<file path="src/rtl/alu_multicycle_if.sv">
// Request/result bus of the multicycle ALU.
//   master (pipeline side): drives valid_i, ALUCtrl_i, data1_i, data2_i and
//                           observes ready_o, data_o, zero_o, valid_o
//   slave  (ALU side)     : the mirror image
interface alu_multicycle_if #(
    parameter int unsigned WIDTH = 32
);
    logic             valid_i;
    logic             ready_o;
    logic [2:0]       ALUCtrl_i;
    logic [WIDTH-1:0] data1_i;
    logic [WIDTH-1:0] data2_i;
    logic [WIDTH-1:0] data_o;
    logic             zero_o;
    logic             valid_o;

    modport master (
        output valid_i, ALUCtrl_i, data1_i, data2_i,
        input  ready_o, data_o, zero_o, valid_o
    );

    modport slave (
        input  valid_i, ALUCtrl_i, data1_i, data2_i,
        output ready_o, data_o, zero_o, valid_o
    );
endinterface

</file>
<file path="src/rtl/alu_multicycle.sv">
// Execution-stage ALU: AND/OR/ADD/SUB in one cycle, MUL via a WIDTH-iteration
// shift-add multiplier, valid/ready handshake to stall issue during MUL.
//   clk_i : clock, rising edge
//   rst_i : synchronous active-high reset
//   bus   : slave side of alu_multicycle_if (request in, registered result out);
//           the interface WIDTH must match this module's WIDTH
module alu_multicycle #(
    parameter int unsigned WIDTH = 32
) (
    input  logic           clk_i,
    input  logic           rst_i,
    alu_multicycle_if.slave bus
);
    localparam int unsigned CNT_W = (WIDTH > 1) ? $clog2(WIDTH) : 1;
    localparam logic [CNT_W-1:0] LAST_ITER = CNT_W'(WIDTH - 1);

    localparam logic [2:0] OP_AND = 3'b000;
    localparam logic [2:0] OP_OR  = 3'b001;
    localparam logic [2:0] OP_ADD = 3'b010;
    localparam logic [2:0] OP_SUB = 3'b011;
    localparam logic [2:0] OP_MUL = 3'b100;

    typedef enum logic [1:0] {
        S_IDLE = 2'd0,
        S_MUL  = 2'd1,
        S_DONE = 2'd2
    } state_e;

    state_e           state_q, state_d;
    logic [WIDTH-1:0] data_q, data_d;
    logic [WIDTH-1:0] mcand_q, mcand_d;
    logic [WIDTH-1:0] mplier_q, mplier_d;
    logic [WIDTH-1:0] acc_q, acc_d;
    logic [CNT_W-1:0] count_q, count_d;

    logic             ready;
    logic             accept;
    logic [WIDTH-1:0] alu_result;
    logic [WIDTH-1:0] acc_step;

    assign ready       = (state_q != S_MUL);
    assign accept      = bus.valid_i && ready;
    assign bus.ready_o = ready;
    assign bus.data_o  = data_q;
    assign bus.zero_o  = (data_q == '0);
    assign bus.valid_o = (state_q == S_DONE);

    // Single-cycle result; reserved codes (and MUL, unused here) give zero.
    always_comb begin
        alu_result = '0;
        case (bus.ALUCtrl_i)
            OP_AND:  alu_result = bus.data1_i & bus.data2_i;
            OP_OR:   alu_result = bus.data1_i | bus.data2_i;
            OP_ADD:  alu_result = bus.data1_i + bus.data2_i;
            OP_SUB:  alu_result = bus.data1_i - bus.data2_i;
            default: alu_result = '0;
        endcase
    end

    // One shift-add step: accumulate the multiplicand if the current multiplier bit is set.
    assign acc_step = acc_q + (mplier_q[0] ? mcand_q : '0);

    // Next-state and datapath control.
    always_comb begin
        state_d  = state_q;
        data_d   = data_q;
        mcand_d  = mcand_q;
        mplier_d = mplier_q;
        acc_d    = acc_q;
        count_d  = count_q;

        case (state_q)
            S_IDLE, S_DONE: begin
                if (accept) begin
                    if (bus.ALUCtrl_i == OP_MUL) begin
                        mcand_d  = bus.data1_i;
                        mplier_d = bus.data2_i;
                        acc_d    = '0;
                        count_d  = '0;
                        state_d  = S_MUL;
                    end else begin
                        data_d  = alu_result;
                        state_d = S_DONE;
                    end
                end else begin
                    state_d = S_IDLE;
                end
            end
            S_MUL: begin
                acc_d    = acc_step;
                mcand_d  = mcand_q << 1;
                mplier_d = mplier_q >> 1;
                count_d  = count_q + CNT_W'(1);
                // Final iteration writes the result straight from the adder.
                if (count_q == LAST_ITER) begin
                    data_d  = acc_step;
                    state_d = S_DONE;
                end
            end
            default: state_d = S_IDLE;
        endcase
    end

    always_ff @(posedge clk_i) begin
        if (rst_i) begin
            state_q  <= S_IDLE;
            data_q   <= '0;
            mcand_q  <= '0;
            mplier_q <= '0;
            acc_q    <= '0;
            count_q  <= '0;
        end else begin
            state_q  <= state_d;
            data_q   <= data_d;
            mcand_q  <= mcand_d;
            mplier_q <= mplier_d;
            acc_q    <= acc_d;
            count_q  <= count_d;
        end
    end
endmodule

</file>
<file path="src/flat_wrapper.sv">
// flat-port wrapper written by rule: the top's interface ports become plain ports
module alu_multicycle_flat 
#(
    parameter int unsigned WIDTH = 32
)
  (clk_i, rst_i, bus_valid_i, bus_ALUCtrl_i, bus_data1_i, bus_data2_i, bus_ready_o, bus_data_o, bus_zero_o, bus_valid_o);
  alu_multicycle_if #(.WIDTH(WIDTH)) bus_i ();
  input  logic clk_i;
  input  logic rst_i;
  input wire logic [$bits(bus_i.valid_i)-1:0] bus_valid_i;
  input wire logic [$bits(bus_i.ALUCtrl_i)-1:0] bus_ALUCtrl_i;
  input wire logic [$bits(bus_i.data1_i)-1:0] bus_data1_i;
  input wire logic [$bits(bus_i.data2_i)-1:0] bus_data2_i;
  output wire logic [$bits(bus_i.ready_o)-1:0] bus_ready_o;
  output wire logic [$bits(bus_i.data_o)-1:0] bus_data_o;
  output wire logic [$bits(bus_i.zero_o)-1:0] bus_zero_o;
  output wire logic [$bits(bus_i.valid_o)-1:0] bus_valid_o;
  assign bus_i.valid_i = bus_valid_i;
  assign bus_i.ALUCtrl_i = bus_ALUCtrl_i;
  assign bus_i.data1_i = bus_data1_i;
  assign bus_i.data2_i = bus_data2_i;
  assign bus_ready_o = bus_i.ready_o;
  assign bus_data_o = bus_i.data_o;
  assign bus_zero_o = bus_i.zero_o;
  assign bus_valid_o = bus_i.valid_o;
  alu_multicycle #(.WIDTH(WIDTH)) u_core (.clk_i(clk_i), .rst_i(rst_i), .bus(bus_i));
endmodule
</file>
<file path="config.mk">
export PLATFORM = sky130hd
export DESIGN_NAME = alu_multicycle_flat
export DESIGN_NICKNAME = d
export VERILOG_FILES = /design/src/rtl/alu_multicycle_if.sv /design/src/rtl/alu_multicycle.sv /design/src/flat_wrapper.sv
export SDC_FILE = /design/constraint.sdc
export NUM_CORES = 1
export LEC_CHECK = 0
export ABC_AREA = 1
export ABC_CLOCK_PERIOD_IN_PS = 3700
export BUFFER_PORTS_ARGS = -buffer_cell sky130_fd_sc_hd__clkbuf_2
export CAP_MARGIN = 15
export CORE_ASPECT_RATIO = 0.6
export CORE_UTILIZATION = 55
export DETAILED_ROUTE_END_ITERATION = 12
export GPL_TIMING_DRIVEN = 0
export PLACE_DENSITY = 0.84
export SYNTH_ARGS = -nofsm -noshare
export SYNTH_HDL_FRONTEND = slang
export SYNTH_SLANG_ARGS = --single-unit
</file>
<file path="constraint.sdc">
create_clock -name clk_i -period 3.7 [get_ports clk_i]
set_input_delay 0 -clock clk_i [delete_from_list [all_inputs] [get_ports clk_i]]
set_output_delay 0 -clock clk_i [all_outputs]
set_load 0.01 [all_outputs]
</file>
==> results.md <==
* Status: completed
* R2R cell count at 18
* Clock latency on the worst-skew pair at between 0.4 and 0.5 ns
* Crit. Startpoint: bus_data2_i[8]
* DR vias at ~14000
* Critical Path RT at approximately 4 ns
* Final Util at around two thirds
* Root Buffer: clkbuf_16
* Die Y at roughly 110 µm
* Area of the multi-input gates at approximately 0.0076 mm²
* Crit path DAT at about 4 ns
* # rows at 40
* Setup Slack @ Placement at 0.2997 ns
* GR Overflow Total at 0
* Die width at between 150 and 200 µm
* CP Class: in2reg
* Asr flop ratio synth at 0%
* Leak at slightly above 7 nW
* Post-synth EDFFs at 0
* Core box area at between 0.02 and 0.025 mm²
* Setup TNS at 0 ns
* Crit share post-route at between 90% and 100%
* Synth Register Bits at 135
* CTS max path bufs at 2
* CTS tree: yes
* Dominant synthesized flop cell: dfxtp_1
* GP Congestion at about 0.98
* Worst path depth at 21
* Inserted Clock Buffers at 17
* WHS at roughly 0.056 ns
* Finish-stage setup viols at 0
* Layout area overhead at 18.89%
* Cell area after synthesis at roughly 0.012 mm²
* Max-cap check violation count at 0
* Yosys warning count at 0
* Mapped Cells at roughly 2000
* Synth area leader: dfxtp_1
* GRT Util Overall at between 40% and 50%
* Seq. cell area at 0.002703 mm²
* TritonRoute pass-1 iters at 6
* Area after DPL at roughly 0.012 mm²
* Antenna viol nets, final at 0
* Sink Count at approximately 140
* Wirelength per Cell at around 19 µm
* Syn nets at around 2100
* Top delay family on crit path: simple AND/OR/NAND/NOR gates
* Final nets at ~2300
* Slowest cell on the critical path: dlygate4sd3_1
* Rel. slew slack at between 40% and 50%
* Post-synth cell types at slightly below 50
* Max incr delay on CP at around 0.54 ns
* Vias/cell at 5.839
* Fillers at about 1900
* Most common cell after layout, fill and taps aside: nand2_1
* Vias in the first global route at between 10000 and 15000
* Final WS setup at 0.1291 ns
* IO buf count at 100
* Worst clock skew at between 0.009 and 0.01 ns
* Startpoint Class: input port
* Period minus WS final at approximately 3.6 ns
* Die area at about 0.022 mm²
* Finished Cell Area at between 0.01 and 0.015 mm²
* Largest net degree at the start of global routing at 17
* Drt initial violations at about 1800
* Initial antenna violation count at 1
* Final wirelength at between 40000 and 50000 µm
* Hold Fails Final Rpt at 0
* DRC viols at 0
* Initial Utilization at 57.09%
* H-tree depth at 4
* Most frequent cells in the layout: nand2_1, inv_1, nor2_1
* CP endpoint: u_core.bus.data_o[24]
* Hold WC Path Type: in2reg
* Final Max Tran Viols at 0
* Critical Path, Cell by Cell: dlygate4sd3_1, clkbuf_2, nor2_2, nand2_1, nor2_1, and2_2, nand2_1, o21ai_2, xor2_1, inv_1, ha_1, nand2_1, nor2_1, inv_1, nor3_2, nand3_1, nand4_1, nand3_1, nand2_1, nand2_1, a21oi_1
* Avg Inst Size Synth at 5.817 µm²
* Reg clk slew, reported paths at 0.06 ns
* Hold_sp: bus_valid_i
* Worst path bufs/invs at 4
* Synth top area share at between 20% and 30%
* R2r setup slk at ~0.34 ns
* Reg2reg end: u_core.bus.data_o[25]
* PwrDens at between 300 and 400 mW/mm²
* Hpwl dp at 36920 µm
* Max Fclk at between 0.2 and 0.3 GHz
* Reg2reg start: u_core.mplier_q[0]
* First-pass GRT wire length at just under 70000 µm
* I/O pins at 105
* Worst vdd ir at ~350 µV
* Largest cells by area after synthesis: dfxtp_1, nand2_1, inv_1, ha_1, nand3_1
* CP endpoint kind: register
* Post-synthesis sequential area ratio at 23.30%
* Most frequent CP cell: nand2_1
* Actual slew at the worst max-slew pin at about 0.84 ns
* Fraction of layout cells with a size suffix above 1 at between 10% and 20%
* Max Fanout on Critical Path at 5
## flip-flops by register name, summed over array words and instances, names as in the netlist
signal and count:
u_core.mplier_q 32, u_core.mcand_q 32, u_core.state_q 2, u_core.count_q 5, u_core.bus.data_o 32, u_core.acc_q 32
## kinds of logic after synthesis
logic type / count (synthesis) / synth area share, %
buffers and inverters: 344 / 11.56
xor gates and xnor gates: 31 / 2.341
and+or+nand+nor: 1023 / 36.54
AOI/OAI and AO/OA: 392 / 18.68
DFF: 135 / 23.30
adders and majority gates: 69 / 7.572
## routing by layer
layer  global-route usage [%]  vias to the layer above  share of wire, %
met5                        0                        -                 0
met4                    6.667                        0               1.1
met3                    11.92                       52                15
met2                    58.19                      922                38
met1                    64.38                     6558                46
li1                         -                     6860                 -
## how the worst min path moves through the flow
stage / endpoint / slack, ns / cells past startpoint
final: u_core.mcand_q[0] / 0.06 / 5
after global routing: u_core.mplier_q[31] / 0.08 / 5
after CTS: u_core.mcand_q[0] / 0.04 / 5
after detailed placement: u_core.mcand_q[30] / 0.32 / 3
after global placement: u_core.mplier_q[4] / 0.31 / 3
after floorplan: u_core.mcand_q[10] / 0.16 / 2
## cells in the mapped netlist, drive strengths merged (5+ instances only)
cell and instances:
nand4 16, o21bai 9, or2 13, xor2 24
inv 268, buf 31, a31oi 89, nor3 17
clkbuf 43, dfxtp 135, o21ai 155, a21o 5
ha 67, nand2 642, a21oi 118, nor2 177
nor4 10, nand3 140, xnor2 7
## what timing repair did
action,4_1_cts,5_1_grt
gates resized for setup,0,16
endpoints found under the setup margin,0,9
setup buffers,0,1
endpoints found under the hold margin,64,0
hold buffers,64,0
## where the power goes
| group | internal (mW) | switching (mW) | total (mW) |
|---|---|---|---|
| Combinational | 0.401 | 0.793 | 1.19 |
| Sequential | 1.53 | 0.0640 | 1.59 |
| Clock | 1.15 | 0.728 | 1.88 |
| Total | 3.08 | 1.59 | 4.67 |
## worst register-to-register path, stage by stage (launching register included)
cell and delay (ns):
dfxtp_1 0.31, clkbuf_1 0.36, clkbuf_1 0.40, nand2_1 0.14
inv_1 0.08, ha_1 0.28, a21oi_1 0.21, nand2_1 0.15
nand2_1 0.08, nand3_1 0.26, nand2_1 0.14, nand2_1 0.15
nand2_1 0.20, nand3_1 0.09, nand2_1 0.07, nand3_1 0.11
nand3_1 0.14, nand2_1 0.06, inv_1 0.06
## cell type report
type	count	area share [%]
antenna	1	0.01815
inverter	270	7.349
buffer	74	2.377
tap	273	2.477
sequential	135	19.60
timing repair buffer	165	8.329
clock inverter	14	1.443
multi-input combinational	1515	55.23
clock buffer	18	3.185
## through the flow
step | total power [mW] | std cells
after floorplan | 2.311 | 1994
after global placement | 2.677 | 2367
after detailed placement | 2.694 | 2367
after CTS | 4.582 | 2463
after global routing | 4.825 | 2464
final | 4.668 | 2465
(Power assumes the default switching activity.)
